--- src/rtl/seq_detector_prog.sv ---
// Runtime-programmable serial pattern detector: Mealy match flag, overlap or
// non-overlap mode, input qualifier and a saturating match counter.
module seq_detector_prog #(
  parameter int                 MAX_LEN = 8,
  parameter int                 LEN_W   = 4,
  parameter int                 CNT_W   = 8,
  parameter logic [MAX_LEN-1:0] DEF_PAT = MAX_LEN'(6),
  parameter logic [LEN_W-1:0]   DEF_LEN = LEN_W'(4),
  parameter logic               DEF_OVL = 1'b1
) (
  input  logic               clk,
  input  logic               rst,
  input  logic               x,
  input  logic               x_valid,
  input  logic               pat_load,
  input  logic [MAX_LEN-1:0] pat_in,
  input  logic [LEN_W-1:0]   len_in,
  input  logic               ovl_in,
  output logic               z,
  output logic [CNT_W-1:0]   match_count,
  output logic               armed,
  output logic               len_err
);

  localparam logic [0:0]     ST_IDLE   = 1'b0;
  localparam logic [0:0]     ST_RUN    = 1'b1;
  localparam logic [LEN_W:0] MAX_LEN_X = (LEN_W+1)'(MAX_LEN);
  localparam logic [LEN_W-1:0] MAX_FILL = LEN_W'(MAX_LEN);

  logic [0:0]         r_state;
  logic [MAX_LEN-1:0] r_pat;
  logic [LEN_W-1:0]   r_len;
  logic               r_ovl;
  logic [MAX_LEN-1:0] r_hist;
  logic [LEN_W-1:0]   r_fill;
  logic [CNT_W-1:0]   r_count;
  logic               r_len_err;

  logic [MAX_LEN-1:0] w_cand;
  logic [MAX_LEN-1:0] w_mask;
  logic               w_fill_ok;
  logic               w_len_ok;
  logic               w_match;
  logic               w_accept;

  // Only the low r_len bits take part in the compare; the mask zeroes the rest.
  assign w_cand    = {r_hist[MAX_LEN-2:0], x};
  assign w_mask    = ~({MAX_LEN{1'b1}} << r_len);
  assign w_fill_ok = ({1'b0, r_fill} + (LEN_W+1)'(1)) >= {1'b0, r_len};
  assign w_len_ok  = (len_in != '0) && ({1'b0, len_in} <= MAX_LEN_X);
  assign w_match   = (r_state == ST_RUN) && x_valid && w_fill_ok &&
                     (((w_cand ^ r_pat) & w_mask) == '0);
  assign w_accept  = (r_state == ST_RUN) && x_valid && !pat_load;

  assign z           = w_match && !pat_load && !rst;
  assign match_count = r_count;
  assign armed       = (r_state == ST_RUN);
  assign len_err     = r_len_err;

  // NOTE: state registers use non-blocking assignments so every register
  // samples the pre-edge values of the others, independent of statement order.
  always_ff @(posedge clk) begin
    if (rst) begin
      r_state   <= ST_RUN;
      r_pat     <= DEF_PAT;
      r_len     <= DEF_LEN;
      r_ovl     <= DEF_OVL;
      r_hist    <= '0;
      r_fill    <= '0;
      r_count   <= '0;
      r_len_err <= 1'b0;
    end else if (pat_load) begin
      r_pat     <= pat_in;
      r_len     <= len_in;
      r_ovl     <= ovl_in;
      r_hist    <= '0;
      r_fill    <= '0;
      r_count   <= '0;
      r_state   <= w_len_ok ? ST_RUN : ST_IDLE;
      r_len_err <= !w_len_ok;
    end else if (w_accept) begin
      r_hist <= w_cand;
      if (w_match && !r_ovl) begin
        r_fill <= '0;
      end else if (r_fill != MAX_FILL) begin
        r_fill <= r_fill + LEN_W'(1);
      end
      if (w_match && (r_count != '1)) begin
        r_count <= r_count + CNT_W'(1);
      end
    end
  end

endmodule

--- config.mk ---
export PLATFORM = sky130hd
export DESIGN_NAME = seq_detector_prog
export DESIGN_NICKNAME = d
export VERILOG_FILES = /design/src/rtl/seq_detector_prog.sv
export SDC_FILE = /design/constraint.sdc
export NUM_CORES = 1
export LEC_CHECK = 0
export ABC_CLOCK_PERIOD_IN_PS = 7400
export BUFFER_PORTS_ARGS = -buffer_cell sky130_fd_sc_hd__buf_2
export CAP_MARGIN = 20
export CORE_ASPECT_RATIO = 0.5
export CORE_MARGIN = 2
export CORE_UTILIZATION = 50
export CTS_BUF_LIST = sky130_fd_sc_hd__clkbuf_16
export CTS_CLUSTER_DIAMETER = 80
export CTS_CLUSTER_SIZE = 40
export DETAILED_ROUTE_END_ITERATION = 12
export PLACE_DENSITY_LB_ADDON = 0.08
export SLEW_MARGIN = 20
export SYNTH_ARGS = -nofsm -noshare
export SYNTH_HDL_FRONTEND = slang
export SYNTH_SLANG_ARGS = --single-unit
--- constraint.sdc ---
create_clock -name clk -period 7.4 [get_ports clk]
set_input_delay 1.48 -clock clk [delete_from_list [all_inputs] [get_ports clk]]
set_output_delay 1.48 -clock clk [all_outputs]
set_load 0.005 [all_outputs]
==> results of run 1 <==
[cell families after synthesis]
| logic type | count (synthesis) |
|---|---|
| and+or+nand+nor | 70 |
| AOI/OAI and AO/OA | 37 |
| DFF | 34 |
| muxes | 15 |
| xor gates and xnor gates | 13 |
| buffers and inverters | 13 |
| adders and majority gates | 7 |
[path summary, 6_finish.rpt]
kind                            startpoint             end  slack (ns)
worst max-delay path               x_valid               z        2.90
worst min-delay path               len_err         len_err        0.45
worst max register to register   r_fill[0]  match_count[7]        4.70
worst min register to register     len_err         len_err        0.45
[state kept, by name, indices dropped and copies added, names as in the netlist]
name         count
armed            1
len_err          1
match_count      8
r_fill           4
r_hist           7
r_len            4
r_ovl            1
r_pat            8
[power groups by stage]
stage / logic [mW] / registers [mW] / clock network, mW
2_1_floorplan: 0.0268 / 0.198 / 0
3_3_place_gp: 0.0372 / 0.199 / 0
3_5_place_dp: 0.0379 / 0.199 / 0
4_1_cts: 0.0383 / 0.195 / 0.199
5_1_grt: 0.0430 / 0.196 / 0.206
6_report: 0.0384 / 0.196 / 0.195
[cell usage in the layout, fill, tap and decap left out, drive strengths merged, types with 2 or more instances in the layout]
cell | Yosys | final
and2 | 2 | 2
or3 | 4 | 4
xor2 | 5 | 5
nor3 | 4 | 4
mux2i | 14 | 14
o31ai | 2 | 2
clkbuf | 4 | 5
ha | 7 | 7
clkinv | 0 | 2
or2 | 3 | 3
buf | 2 | 28
dfxtp | 34 | 34
o221a | 2 | 2
nand2 | 26 | 26
nand3 | 4 | 4
inv | 6 | 6
o211ai | 3 | 3
and3 | 3 | 3
xnor2 | 8 | 8
o21ai | 7 | 7
a21oi | 14 | 14
or4 | 2 | 2
a22o | 2 | 2
nor2 | 18 | 18
nor4 | 2 | 2
[final cells by class]
class | count | area [um2] | share of cell area, %
Multi-Input combinational cell | 142 | 922 | 47.3
Sequential cell | 34 | 681 | 34.9
Timing Repair Buffer | 28 | 140 | 7.18
Clock buffer | 5 | 125 | 6.41
Tap cell | 40 | 50.0 | 2.57
Inverter | 6 | 22.5 | 1.15
Clock inverter | 2 | 10.0 | 0.513
[metrics by stage]
step	power, mW	util [%]	hold WS [ns]	area [um2]	instances
final	0.429	63.3	0.448	1950	257
after detailed placement	0.237	58.9	0.439	1820	250
after floorplan	0.225	-	0.449	1660	189
after CTS	0.433	63.3	0.451	1950	257
after global placement	0.236	58.9	0.429	1820	250
after global routing	0.446	63.3	0.464	1950	257
[per-layer routing]
layer  wire [um]  vias up
met5           0        -
met2        1400       33
met3         166        6
met4          58        0
li1            -      719
met1        1860      632
[worst register-to-register path, cell delays in order (launching register included)]
cell and delay (ns):
dfxtp_1 0.41, inv_1 0.07, ha_1 0.32, ha_1 0.28
o211ai_1 0.09, a21oi_1 0.13, o221ai_1 0.24, or3_1 0.53
o31a_2 0.35, o21a_1 0.17
[Yosys cell counts (all sizes together) (2+ instances only)]
cell type,instances,share of area (%)
xnor2,8,4.2
o31ai,2,0.90
nand2,26,5.9
o21ai,7,2.1
or3,4,1.5
ha,7,5.3
nor4,2,0.75
or2,3,1.1
o211ai,3,1.4
buf,2,0.60
clkbuf,4,0.90
mux2i,14,8.4
a21oi,14,4.2
and3,3,1.1
and2,2,0.75
or4,2,1.1
nor2,18,4.1
dfxtp,34,41
xor2,5,2.6
nor3,4,1.2
inv,6,1.4
nand3,4,1.2
a22o,2,1.1
o221a,2,1.4
==> results by group, run 1 <==
Synthesis
  • Adder-Cell Fraction of Synth Area: under 10%
  • Synth Cell Area: 1660 um2
  • Mux share of post-synthesis cell area: a little under a tenth
  • Ys Warns: 0
  • Compound-cell area share of the yosys netlist: 14.7%
  • Largest family of logic cells by synthesized area: simple AND/OR/NAND/NOR gates
  • Async S/R FF share, synth: 0%
  • Synth Flop Type: dfxtp_1
  • Post-Synthesis Cells: ~190
  • Xor and xnor area share after synthesis: under 10%
  • Post-synth EDFFs: 0
  • Synth cell types: 37
  • Syn nets: 214
  • FF+latch count, synth: 34
  • Syn Area/Cell: about 8.8 um2
  • Sequential-to-total area share from yosys stat: 41.0%
  • Simple-Gate Fraction of Synth Area: between 10% and 20%

Worst setup path
  • CP Buf/Inv Count: 2
  • CP required: 5.92 ns
  • CP Capture Type: output pin
  • Worst r2r path cells: 9
  • Most common cell type on the critical path: buf_2
  • CP startpoint kind: input pin
  • Critical Path, Cell by Cell: buf_2, and2_1, o21ai_1, or4_4, or2_2, nor2_1, buf_2
  • Worst-path fanout max: 7
  • Slowest stage cell, crit path: or4_4
  • Cell family with most CP delay: simple AND/OR/NAND/NOR gates
  • Data arrival time of the critical path: a little over 3 ns
  • CP Class: in -> out
  • CP Depth: 7
  • Max incr delay on CP: between 0.5 and 0.6 ns

Floorplan
  • Top-Level Pins: 29
  • Die Ht: about 45 um
  • Initial Utilization: 53.9%
  • Core area: around 3000 um2
  • Die ar.: between 3000 and 4000 um2
  • Row cnt: 14
  • Die width: approximately 85 um

Final layout
  • Fillers: roughly 270
  • Ant diodes: 0
  • Nets@finish: about 240
  • Layout cell share with drive strength beyond 1: 20.3%
  • Area Growth Syn to Fin: 17.5%

Flow run
  • # Max-Cap Violations: 0

Placed design
  • Placed wire-length estimate: ~2500 um
  • DP Worst Slack: just under 3 ns
  • Gpl congestion: between 0.8 and 0.9
  • IO Port Bufs: 28

Power and ir drop
  • P_leak: between 0.8 and 0.9 nW
  • Maximum VDD drop: around 140 uV
  • Power Internal: about 0.33 mW
  • Sw frac: about a quarter
  • Comb pwr share: under 10%
  • Clock power frac: a little under half
  • P per Cell Area: 220 nW/um2
  • Seq pwr share: between 40 and 50%
  • Net Sw Power: about 0.1 mW

Route
  • Total wire length: 3490 um
  • Via-to-Cell Ratio: ~5.4
  • Vias: 1390
  • Number of remaining DRC errors: 0
  • TritonRoute pass-1 iters: 4
  • WL/cell: roughly 14 um
  • Initial drt markers: 51
  • Final ANT Viol Nets: 0

Clock tree
  • Max Root-Sink Buffers: 2
  • Root Buffer: clkbuf_16
  • Clock Latency Late Sink: between 0.2 and 0.3 ns
  • CTS-repair resized insts: 0
  • CTS tree: yes
  • Clk sinks: 34
  • Total CTS buffers: 5
  • Post-CTS Setup Bufs: 0
  • Htree depth: 2
  • Cts hold-fix bufs: 0
  • Reg clk slew, reported paths: about 0.050 ns

STA
  • Worst Tran Pin Value: approximately 0.72 ns
  • Max-slew violations: 0
  • Hold Fails Final Rpt: 0
  • Final setup vio count: 0
  • Final period util: about three fifths
  • Max Freq: between 0.2 and 0.25 GHz
  • Final worst slack: between 2 and 3 ns
  • Setup Skew: approximately 0.0053 ns
  • RSZ-0062 raised after global routing: false
  • Setup TNS: 0 ns
  • Final worst path period need: approximately 4.5 ns
  • Relative slew slack: between 50 and 60%

Global routing
  • Pin count of the biggest net entering global routing: 22
  • Antenna violations before repair: 0
  • Met3 usage: 6.03%
  • Grt met2 use: between 30% and 40%
  • Vias in the first global route: around 1300
  • GRT Residual Overflow: 0
  • Overall routing resource usage: ~21%
  • Global-route wire length before repair: 5870 um
  • Routing usage on met1: between 20 and 30%
  • Top Usage Layer GRT: met2

Min path
  • Hold/Removal Path Class: reg -> reg
  • Hold depth: 1

Outcome
  • Status: completed
No activity file was read; power rests on OpenSTA's default activity.
==> run 2, diff against run 1 <==
--- a/config.mk
+++ b/config.mk
@@ -5,7 +5,8 @@
 export SDC_FILE = /design/constraint.sdc
 export NUM_CORES = 1
 export LEC_CHECK = 0
-export ABC_CLOCK_PERIOD_IN_PS = 7400
+export ABC_AREA = 1
+export ABC_CLOCK_PERIOD_IN_PS = 4000
 export BUFFER_PORTS_ARGS = -buffer_cell sky130_fd_sc_hd__buf_2
 export CAP_MARGIN = 20
 export CORE_ASPECT_RATIO = 0.5
==> constraint.sdc (replaced) <==
create_clock -name clk -period 4 [get_ports clk]
set_input_delay 0.8 -clock clk [delete_from_list [all_inputs] [get_ports clk]]
set_output_delay 0.8 -clock clk [all_outputs]
set_load 0.005 [all_outputs]
==> run 2 against run 1 <==
  * Sequential cell count did not move
  * Register-to-register slack got worse by 3.0 ns
  * Synthesized cell count rose by 37%
  * Non-clock buffer count rose by 2
  * Via count rose by 21%
  * Sequential share of layout area fell by 3.1 points
  * Synthesized area rose by 10%
  * Setup slack got worse by 2.0 ns
  * Worst hold slack improved by 0.0032 ns
  * Critical path depth rose by 4
  * Sequential power rose by 85%
  * Count of clock-buffer cells in the layout did not move
  * Largest cell class unchanged
==> results by group, run 2 <==
Synthesis
  • Syn nets: around 280
  • Share of the synthesized area in the top cell type: ~37%
  • Post-synth EDFFs: 0
  • Synth Flop Type: dfxtp_1
  • Top post-synthesis cells by area: dfxtp_1 37%, nand2_1 15%, inv_1 6.8%, nand3_1 5.2%, ha_1 4.8%
  • Synth Cell Area: between 1500 and 2000 um2
  • Syn Area/Cell: between 7 and 8 um2
  • Ys Warns: 0
  • Cell taking the most area after synthesis: dfxtp_1
  • Most frequent cell after synthesis: nand2_1
  • Async S/R FF share, synth: 0%
  • FF+latch count, synth: 34
  • Post-Synthesis Cells: between 200 and 300
  • Sequential-to-total area share from yosys stat: approximately 37%
  • Top cells by count, synth: 71 x nand2_1, 34 x dfxtp_1, 33 x inv_1
  • Synth cell types: 29

STA
  • Final worst slack: 0.883 ns
  • Max Freq: around 0.32 GHz
  • Final worst path period need: around 3.1 ns
  • Final setup vio count: 0
  • Setup TNS: 0 ns
  • Setup Skew: 0.00718 ns
  • Max-slew violations: 0
  • Worst Tran Pin Value: roughly 0.75 ns
  • Relative slew slack: between 50 and 60%
  • Hold Fails Final Rpt: 0
  • RSZ-0062 raised after global routing: false
  • Final period util: 77.9%

Worst setup path
  • CP Capture Type: output pin
  • Worst-path fanout max: 13
  • CP startpoint kind: register
  • CP Class: reg -> out
  • Data arrival time of the critical path: 2.32 ns
  • CP required: 3.20 ns

Placed design
  • Gpl congestion: 0.848
  • Placed wire-length estimate: about 2900 um
  • Cells after DPL: roughly 330
  • IO Port Bufs: 28
  • DP Worst Slack: around 1.2 ns
  • Cell Area, Placed: roughly 2000 um2

Floorplan
  • Core area: 3470 um2
  • Die ar.: between 4000 and 5000 um2
  • Top-Level Pins: 29
  • Row cnt: 15
  • Initial Utilization: between 50% and 60%
  • Die Ht: 46.8 um
  • Die width: roughly 90 um

Route
  • Number of remaining DRC errors: 0
  • Total wire length: 3910 um
  • Via-to-Cell Ratio: between 4 and 5
  • Final ANT Viol Nets: 0
  • TritonRoute pass-1 iters: 4
  • Vias: roughly 1700
  • WL/cell: between 10 and 15 um
  • Initial drt markers: 86

Clock tree
  • CTS-repair resized insts: 0
  • Total CTS buffers: 5
  • Htree depth: 2
  • CTS tree: yes
  • Max Root-Sink Buffers: 2
  • Cts hold-fix bufs: 0
  • Reg clk slew, reported paths: ~0.050 ns
  • Post-CTS Setup Bufs: 0
  • Clk sinks: 34
  • Root Buffer: clkbuf_16
  • Clock Latency Late Sink: ~0.28 ns

Final layout
  • Fin area: around 2100 um2
  • Final core utilization: between 60% and 70%
  • Area Growth Syn to Fin: 16.8%
  • Nets@finish: around 310
  • Ant diodes: 0
  • Commonest non-fill, non-tap cell in the layout: nand2_1
  • Final Non-Filler Cells: 340
  • Most frequent cells in the layout: 71 x nand2_1, 34 x inv_1, 34 x dfxtp_1
  • Layout cell share with drive strength beyond 1: between 20 and 25%

Global routing
  • Vias in the first global route: approximately 1400
  • Overall routing resource usage: between 20% and 30%
  • Pin count of the biggest net entering global routing: 22
  • Antenna violations before repair: 0
  • GRT Residual Overflow: 0
  • Global-route wire length before repair: between 6000 and 7000 um

Power and ir drop
  • Maximum VDD drop: between 150 and 200 uV
  • P_leak: 1.04 nW
  • P per Cell Area: 379 nW/um2

Outcome
  • Status: completed

Min path
  • Hold/Removal Path Class: reg -> reg

Flow run
  • # Max-Cap Violations: 0
==> run 2: changes by cell type after synthesis, moves of 6 or more <==
| cell | change |
|---|---|
| nand3_1 | +15 |
| nand3_2 | +6 |
| mux2i_1 | -14 |
| inv_1 | +27 |
| xnor2_1 | -8 |
| nand2_1 | +45 |
| o21ai_0 | +7 |
==> run 2: power breakdown <==
| part | leakage (nW) | switching [mW] | total, mW | internal (mW) |
|---|---|---|---|---|
| Clock | 0.0724 | 0.137 | 0.362 | 0.225 |
| Sequential | 0.278 | 0.0105 | 0.363 | 0.353 |
| Combinational | 0.685 | 0.0538 | 0.0860 | 0.0322 |
==> run 2: final cells by class <==
cell class	count	area [um2]
clock buffers	5	125
clock inverters	3	12.5
fillers	341	1330
inverters	38	143
multi-input cells	179	961
flip-flops and latches	34	681
well taps	51	63.8
repair buffers	30	155
==> run 2: final timing paths <==
check        slack, ns  depth (start not counted)             end      start
max               0.88                         11               z  r_fill[0]
min               0.45                          2         len_err    len_err
max reg2reg       1.73                         11  match_count[7]  r_fill[0]
min reg2reg       0.45                          2         len_err    len_err
==> run 2: cell families after synthesis <==
| group | Yosys count | synth area share (%) |
|---|---|---|
| AND/OR/NAND/NOR | 128 | 32.8 |
| flip-flops | 34 | 37.1 |
| adder cells (fa/ha/maj) | 7 | 4.78 |
| buffers and inverters | 45 | 10.4 |
| XOR/XNOR | 5 | 2.39 |
| AO/OA/AOI/OAI | 39 | 12.5 |
==> run 2: metrics by stage <==
step	hold WS, ns	power, mW
after detailed placement	0.440	0.455
after global placement	0.432	0.454
after global routing	0.505	0.847
after CTS	0.452	0.817
after floorplan	0.444	0.429
final	0.451	0.811
==> run 2: metal layers <==
layer	vias up	global-route usage (%)	wire (um)
li1	887	-	-
met1	754	27.2	2010
met2	33	34.4	1680
met3	5	5.80	179
met4	0	6.27	39
met5	-	0	0
==> run 2: critical path: stages, from the launching register on <==
cell	delay (ns)
dfxtp_1	0.41
inv_1	0.08
ha_1	0.31
ha_1	0.28
nand3_1	0.08
a21oi_1	0.17
nor2_1	0.10
nor2_4	0.12
and2_4	0.26
inv_2	0.04
nor2_1	0.07
buf_2	0.12
==> run 3, diff against run 2 <==
--- a/config.mk
+++ b/config.mk
@@ -6,7 +6,7 @@
 export NUM_CORES = 1
 export LEC_CHECK = 0
 export ABC_AREA = 1
-export ABC_CLOCK_PERIOD_IN_PS = 4000
+export ABC_CLOCK_PERIOD_IN_PS = 2850
 export BUFFER_PORTS_ARGS = -buffer_cell sky130_fd_sc_hd__buf_2
 export CAP_MARGIN = 20
 export CORE_ASPECT_RATIO = 0.5
==> constraint.sdc (replaced) <==
create_clock -name clk -period 2.85 [get_ports clk]
set_input_delay 0.57 -clock clk [delete_from_list [all_inputs] [get_ports clk]]
set_output_delay 0.57 -clock clk [all_outputs]
set_load 0.005 [all_outputs]
==> run 3 against run 2 <==
  * Sequential power grew 40%
  * Die area is the same
  * Non-clock buffer count grew 2
  * Clock power grew 39%
  * Via count grew 1.4%
  * Utilization grew 0.47 points
  * Sequential cell count is the same
  * Design area grew 0.76%
==> results by group, run 3 (synthesis gave the netlist of run 2 again) <==
STA
  • Max-slew violations: 0
  • Setup TNS: 0 ns
  • Max Freq: roughly 0.37 GHz
  • Hold Fails Final Rpt: 0
  • Final worst slack: ~0.17 ns
  • WHS: roughly 0.46 ns
  • Worst Tran Pin Value: slightly below 0.8 ns
  • RSZ-0062 raised after global routing: false
  • Relative slew slack: roughly 48%
  • Final worst path period need: about 2.7 ns
  • Final setup vio count: 0
  • Final period util: a little over nine tenths
  • Setup Skew: 0.00755 ns

Final layout
  • Fillers: around 340
  • Sequential cell area: 682 um2
  • Layout cell share with drive strength beyond 1: a little over a fifth
  • Combined area of the multi-input logic cells: 961 um2
  • Area Growth Syn to Fin: 17.7%
  • Commonest non-fill, non-tap cell in the layout: nand2_1
  • Final core utilization: 62.1%
  • Ant diodes: 0
  • Nets@finish: between 300 and 400
  • Fin area: roughly 2200 um2
  • Most frequent cells in the layout: 71 x nand2_1, 34 x inv_1, 33 x dfxtp_1

Power and ir drop
  • P_leak: between 1 and 1.5 nW
  • P per Cell Area: 527 nW/um2
  • Clock power frac: 44.3%
  • Power Internal: roughly 0.86 mW
  • Maximum VDD drop: about 240 uV
  • Net Sw Power: 0.280 mW
  • Seq pwr share: between 40 and 50%
  • Sw frac: approximately a quarter
  • Comb pwr share: roughly 11%

Worst setup path
  • CP Capture Type: output pin
  • CP startpoint kind: register
  • CP required: between 2 and 2.5 ns
  • Worst-path fanout max: 4
  • Cell family with most CP delay: simple AND/OR/NAND/NOR gates
  • Slowest stage cell, crit path: dfxtp_1
  • Critical Path, Cell by Cell: ha_1, xor2_1, ha_1, nand3_1, nand3_1, nor2_1, nor2_4, and2_4, inv_2, nor2_1, buf_2
  • Max incr delay on CP: 0.37 ns
  • CP Class: reg -> out
  • CP Buf/Inv Count: 2
  • Data arrival time of the critical path: between 2 and 2.5 ns

Placed design
  • IO Port Bufs: 28
  • Placed wire-length estimate: roughly 2900 um
  • Gpl congestion: 0.843
  • Cell Area, Placed: slightly above 2000 um2
  • DP Worst Slack: approximately 0.3 ns

Clock tree
  • Htree depth: 2
  • Clock Latency Late Sink: 0.27 ns
  • Cts hold-fix bufs: 0
  • Total CTS buffers: 5
  • CTS tree: yes
  • Reg clk slew, reported paths: 0.05 ns
  • Root Buffer: clkbuf_16
  • Clk sinks: 34
  • Max Root-Sink Buffers: 2

Global routing
  • Global-route wire length before repair: between 6000 and 7000 um
  • Overall routing resource usage: a little over a fifth
  • GRT Residual Overflow: 0
  • Pin count of the biggest net entering global routing: 22
  • Antenna violations before repair: 0
  • Vias in the first global route: roughly 1500

Route
  • Vias: roughly 1700
  • Total wire length: between 4000 and 5000 um
  • Number of remaining DRC errors: 0
  • Via-to-Cell Ratio: about 5
  • WL/cell: roughly 12 um
  • Final ANT Viol Nets: 0
  • TritonRoute pass-1 iters: 4
  • Initial drt markers: 77

Floorplan
  • Die ar.: 4200 um2
  • Top-Level Pins: 29
  • Core area: ~3500 um2
  • Row cnt: 15
  • Die width: 89.6 um
  • Die Ht: ~47 um
  • Initial Utilization: between 50% and 60%

Min path
  • Hold/Removal Path Class: reg -> reg

Outcome
  • Status: completed

Flow run
  • # Max-Cap Violations: 0
run 3: cell types whose count changed in the layout (fill, tap and decap cells not counted), sizes merged:
cell / delta
buf: +2
run 3: final timing paths:
kind	end	cells after the start	slack (ns)	from
min reg2reg	len_err	2	0.46	len_err
min	len_err	2	0.46	len_err
max reg2reg	match_count[5]	12	0.59	r_fill[0]
max	z	11	0.17	r_fill[1]
run 3: worst min-delay path, stage by stage, from the launching register on:
cell,delay (ns)
dfxtp_1,0.30
nand2_1,0.06
nand2_1,0.05
run 3: power by group through the flow:
stage	sequential (mW)	clock [mW]	combinational (mW)
after detailed placement	0.519	0	0.122
after global routing	0.512	0.532	0.142
after CTS	0.509	0.512	0.124
after global placement	0.518	0	0.119
after floorplan	0.516	0	0.0864
final	0.510	0.503	0.123
run 3: through the flow:
step	power (mW)	instances
after floorplan	0.603	258
after global placement	0.638	333
after detailed placement	0.641	333
after CTS	1.15	342
after global routing	1.19	342
final	1.14	342
run 3: cell type report:
cell class                 count  share of cell area [%]
multi-input combinational    179                    44.5
sequential                    34                    31.6
timing repair buffer          32                    7.89
inverter                      38                    6.61
clock buffer                   5                    5.80
tap                           51                    2.96
clock inverter                 3                   0.580
run 3: layer usage:
layer	vias up	global-route usage, %	share of wire, %
met5	-	0	0
met4	0	5.37	0.40
met3	2	5.80	5.4
met2	30	34.6	46
met1	784	29.2	49
li1	886	-	-
run 3: what timing repair did:
item / CTS / global route
buffers inserted: 1 / 0
endpoints found under the setup margin: 1 / 1
resized for setup: 0 / 1
endpoints found under the hold margin: 0 / 0
cloned: 0 / 0
